$ cat src/rtl/led_strip_driver.sv
// WS2812-style serial LED strip driver: fetches GRB bytes per LED index,
// shifts them out as timed high/low pulses, then holds a latch gap.
module led_strip_driver #(
    parameter int MAX_POS      = 109,
    parameter int BIT_CYCLES   = 63,
    parameter int T0H_CYCLES   = 20,
    parameter int T1H_CYCLES   = 40,
    parameter int RESET_CYCLES = 2600,
    localparam int LW   = (MAX_POS > 1) ? $clog2(MAX_POS) : 1,
    localparam int CMAX = (BIT_CYCLES > RESET_CYCLES) ? BIT_CYCLES : RESET_CYCLES,
    localparam int CW   = (CMAX > 1) ? $clog2(CMAX) : 1
) (
    input  logic          clk,
    input  logic          rst,
    input  logic          enable,
    input  logic [7:0]    led_green_intensity,
    input  logic [7:0]    led_red_intensity,
    input  logic [7:0]    led_blue_intensity,
    output logic [LW-1:0] current_led,
    output logic          data_out,
    output logic          busy,
    output logic          frame_done
);

    localparam logic [CW-1:0] BIT_LAST = CW'(BIT_CYCLES - 1);
    localparam logic [CW-1:0] RST_LAST = CW'(RESET_CYCLES - 1);
    localparam logic [CW-1:0] T0H_C    = CW'(T0H_CYCLES);
    localparam logic [CW-1:0] T1H_C    = CW'(T1H_CYCLES);
    localparam logic [LW-1:0] LED_LAST = LW'(MAX_POS - 1);

    typedef enum logic [1:0] {
        IDLE,
        LOAD,
        SEND,
        LATCH
    } state_t;

    state_t        state, state_n;
    logic [23:0]   shreg, shreg_n;
    logic [4:0]    bit_idx, bit_idx_n;
    logic [CW-1:0] cyc, cyc_n;
    logic [LW-1:0] led_n;
    logic          data_n;

    always_ff @(posedge clk or posedge rst) begin
        if (rst) begin
            state       <= IDLE;
            shreg       <= '0;
            bit_idx     <= '0;
            cyc         <= '0;
            current_led <= '0;
            data_out    <= 1'b0;
        end else begin
            state       <= state_n;
            shreg       <= shreg_n;
            bit_idx     <= bit_idx_n;
            cyc         <= cyc_n;
            current_led <= led_n;
            data_out    <= data_n;
        end
    end

    always_comb begin
        state_n   = state;
        shreg_n   = shreg;
        bit_idx_n = bit_idx;
        cyc_n     = cyc;
        led_n     = current_led;
        unique case (state)
            IDLE: begin
                led_n = '0;
                if (enable)
                    state_n = LOAD;
            end
            LOAD: begin
                shreg_n   = {led_green_intensity, led_red_intensity,
                             led_blue_intensity};
                bit_idx_n = '0;
                cyc_n     = '0;
                state_n   = SEND;
            end
            SEND: begin
                if (cyc == BIT_LAST) begin
                    cyc_n = '0;
                    if (bit_idx == 5'd23) begin
                        bit_idx_n = '0;
                        if (current_led == LED_LAST) begin
                            led_n   = '0;
                            state_n = LATCH;
                        end else begin
                            led_n   = current_led + 1'b1;
                            state_n = LOAD;
                        end
                    end else begin
                        bit_idx_n = bit_idx + 5'd1;
                        shreg_n   = {shreg[22:0], 1'b0};
                    end
                end else begin
                    cyc_n = cyc + 1'b1;
                end
            end
            LATCH: begin
                if (cyc == RST_LAST) begin
                    cyc_n   = '0;
                    state_n = enable ? LOAD : IDLE;
                end else begin
                    cyc_n = cyc + 1'b1;
                end
            end
            default: state_n = IDLE;
        endcase
        // Derived from next-state values so the line is registered yet
        // the first high phase lines up with the cycle after LOAD.
        data_n = (state_n == SEND) &&
                 (cyc_n < (shreg_n[23] ? T1H_C : T0H_C));
    end

    assign busy       = (state != IDLE);
    assign frame_done = (state == LATCH) && (cyc == RST_LAST);

endmodule

$ cat config.mk
export PLATFORM = sky130hd
export DESIGN_NAME = led_strip_driver
export DESIGN_NICKNAME = d
export VERILOG_FILES = /design/src/rtl/led_strip_driver.sv
export SDC_FILE = /design/constraint.sdc
export NUM_CORES = 1
export LEC_CHECK = 0
export CAP_MARGIN = 20
export CORE_ASPECT_RATIO = 0.5
export CORE_MARGIN = 5
export CORE_UTILIZATION = 50
export DETAILED_ROUTE_END_ITERATION = 16
export GPL_TIMING_DRIVEN = 0
export PLACE_DENSITY = 0.76
export SETUP_SLACK_MARGIN = 0.2
export SLEW_MARGIN = 30
export SYNTH_ARGS = -nofsm -noshare
export SYNTH_HDL_FRONTEND = slang
export SYNTH_SLANG_ARGS = --single-unit
$ cat constraint.sdc
create_clock -name clk -period 2.6 [get_ports clk]
set_input_delay 0.52 -clock clk [delete_from_list [all_inputs] [get_ports clk]]
set_output_delay 0.52 -clock clk [all_outputs]
set_load 0.1 [all_outputs]
==> flow_metrics.tcl <==
set metrics [dict create \
    status "complete, but fails checks" \
    failed_checks "negative setup slack" \
    nFillCells 410 \
    final_core_util_pct 70.2 \
    synth_area_sq_um 3010 \
    antenna_found_initial 0 \
    internal-power_w 0.00123 \
    syn2layout_area_growth_pct 32.2 \
    pin_count 37 \
    synth_most_common_cell "dfrtp_1" \
    dpl.cell_count 430 \
    grt_overflow 0 \
    synth_top_area_share_pct 42.5 \
    cts_buffers 5 \
    rows 19 \
    path_cells "buf_6 -> nor4_4 -> buf_4 -> nand4_1 -> mux2_4 -> inv_4 -> ha_4 -> nand3_4 -> o21a_1 -> a41oi_2 -> nor4b_2" \
    num_vias 2647 \
    hp-class "reg2reg" \
    track_usage_pct 19.0 \
    clockPowerShare_pct 41.4 \
    tightest_slew_ns 0.976 \
    synth-edff-count 0 \
    drive_gt1_share_pct 25.7 \
    min_path_cells 2 \
    vdd_ir_drop_max_v 0.000342 \
    synth_flop_cell "dfrtp_1" \
    worstPathMaxFanout 4 \
    cts_sinks 51 \
    max_freq_mhz 369 \
    ys_seq_elements 51 \
    wire_per_inst_um 15.8 \
    fin_crit_sh_pct 104 \
    power.density_nw_per_um2 400 \
    ys_types 49 \
    r2r-end "data_out" \
    drc 0 \
    grt_pass1_vias 2497 \
    cts_root_buffer "clkbuf_16" \
    crit_family "simple AND/OR/NAND/NOR gates" \
    comb_power_share_pct 6.8 \
    setup-tns-final_ns -0.110 \
    die-area_sq_um 7760 \
    pwr-share-seq_pct 51.8 \
    synth-seq-area-share_pct 42.5 \
    cts_tree "done" \
    port_buffers 36 \
    maxSlewHeadroom_pct 34.8 \
    slowest_stage "mux2_4" \
    power_switching_w 0.000363 \
    clock_skew_ns 0.00654 \
    grt_max_degree 52 \
    diodes 0 \
    layoutNonFillerInstCount 458 \
    cp-start-kind "flip-flop" \
    yosysTopAreaCell "dfrtp_1" \
    layout_setup_ws_ns -0.110 \
    hold_path_end "shreg[1]" \
    routed_wl_um 7240 \
    drt_first_pass_iters 4 \
    synth_common_cells "dfrtp_1, nand2_1, a22oi_1, o21ai_0, nor2_1" \
    dieWidth_um 120 \
    final_max_slew_viol_count 0 \
    grt_setup_unrepaired "yes" \
    ff2ff_setup_slack_ns -0.11 \
    cp_slowest_stage_delay_ns 0.39 \
    synthTopCellsByArea "dfrtp_1, a22oi_1, ha_1" \
    syn_nets 361 \
    place_congestion 0.847 \
    swShare_pct 22.8 \
    end_kind "flip-flop" \
    ant_nets 0 \
    nets 424 \
    rr_worst_depth 11 \
    r2r_start "cyc[6]" \
    grt_pass1_wl_um 12000 \
    die_h_um 64.8 \
    async_reset_ff_share_pct 100 \
    hold_start "shreg[1]" \
    clkTransAtPathRegs_ns 0.07 \
    yosysWarnings 0 \
    initial_core_util_pct 53.1 \
    hpwl_um 4820 \
    core-area_sq_um 5660 \
    setup_viol 1 \
    crit_required_ns 2.80 \
    multi_input_area_sq_um 1720 \
    cts_max_level 2 \
    drtIter0Drc 140 \
    fin_crit_ns 2.71 \
    syn_inst 321 \
    maxCapViolCount 0 \
    ff_latch_area_sq_um 1280 \
    avgSynthCellArea_sq_um 9.36 \
    clk-insertion-delay-late_ns 0.29 \
    clock_tree.buffer_depth 2 \
    p_leak_nw 1.72 \
    hold_viol 0 \
    vias_per_cell 5.78 \
    worstPathArrival_ns 2.91 \
    cp_num_buf_inv 3 \
    criticalPathCategory "reg2reg" \
]
[final cells by class]
type / count / share of cell area [%]
multi-input cells: 236 / 43.2
clock buffers: 5 / 3.15
clock inverters: 3 / 0.472
well taps: 73 / 2.30
inverters: 15 / 1.64
repair buffers: 56 / 13.3
flip-flops and latches: 51 / 32.2
plain buffers: 19 / 3.68
[worst reg2reg max path, cell delays in order (launching register included)]
cell	delay (ns)
dfrtp_1	0.38
buf_6	0.13
nor4_4	0.38
buf_4	0.19
nand4_1	0.17
mux2_4	0.39
inv_4	0.10
ha_4	0.22
nand3_4	0.08
o21a_1	0.13
a41oi_2	0.16
nor4b_2	0.29
[layer usage]
layer  routed length [um]  vias to the layer above  global-route usage [%]
li1                     -                     1274                       -
met2                 3460                       76                    31.5
met1                 3360                     1285                    26.1
met3                  299                       12                    3.21
met5                    0                        -                       0
met4                  117                        0                    5.42
[through the flow]
| step | instance area (sq um) | power (W) | hold WS [ns] | setup WS (ns) |
|---|---|---|---|---|
| final | 3970 | 0.00159 | 0.477 | -0.110 |
| after global routing | 3970 | 0.00166 | 0.509 | -0.196 |
| after CTS | 3850 | 0.00160 | 0.482 | -0.0458 |
| after detailed placement | 3520 | 0.000941 | 0.466 | -0.448 |
| after global placement | 3510 | 0.000936 | 0.461 | -0.458 |
| after floorplan | 3060 | 0.000884 | 0.451 | -0.0447 |
[timing repair]
action                                  CTS  global route
setup buffers                            12             8
pin swaps                                12             6
hold buffers                              0             0
endpoints found under the setup margin    5            26
resized for setup                        34            20
[flip-flops by register name (all words and copies together) (netlist names)]
signal,flops
state,2
bit_idx,5
current_led,7
data_out,1
shreg,24
cyc,12
[power by group through the flow]
stage,Sequential (W),Clock (W),Combinational (W)
after detailed placement,0.000839,0,0.000102
after CTS,0.000823,0.000670,0.000109
after global routing,0.000826,0.000710,0.000121
after global placement,0.000838,0,0.0000977
after floorplan,0.000844,0,0.0000397
final,0.000824,0.000658,0.000109
[logic make-up after synthesis]
kind of cell / Yosys count / synth area share (%)
AO/OA/AOI/OAI: 91 / 21.4
XOR/XNOR: 16 / 4.66
adder cells (fa/ha/maj): 13 / 5.41
AND/OR/NAND/NOR: 115 / 20.1
multiplexers: 1 / 0.375
flip-flops: 51 / 42.5
buffers and inverters: 34 / 5.62
[worst max path at each step]
stage | endpoint | start | depth (start not counted)
floorplan | data_out | state[1] | 12
global placement | frame_done | cyc[6] | 5
detailed placement | frame_done | cyc[6] | 5
CTS | data_out | cyc[1] | 13
global route | data_out | cyc[6] | 13
finish | data_out | cyc[6] | 11
[cells in the final DEF (no fill, tap or decap), types with 3 or more instances in the layout]
cell | synthesis | final
nand2b_1 | 3 | 3
nand2_1 | 42 | 42
nor2_4 | 0 | 3
o21ai_0 | 22 | 20
nor3_1 | 6 | 6
nor2_1 | 19 | 16
buf_6 | 3 | 4
a21oi_1 | 8 | 8
dfrtp_1 | 51 | 47
o21ai_2 | 17 | 18
clkbuf_1 | 7 | 3
xor2_1 | 10 | 10
clkbuf_16 | 0 | 5
o21ai_1 | 3 | 4
xnor2_1 | 6 | 6
inv_1 | 15 | 10
nand3_1 | 11 | 10
ha_1 | 13 | 6
buf_4 | 3 | 20
a22oi_1 | 23 | 22
clkdlybuf4s50_1 | 0 | 31
dfrtp_2 | 0 | 4
buf_2 | 6 | 5
nand4_1 | 9 | 9
and4_1 | 4 | 3
ha_4 | 0 | 5
(Power assumes the default switching activity.)
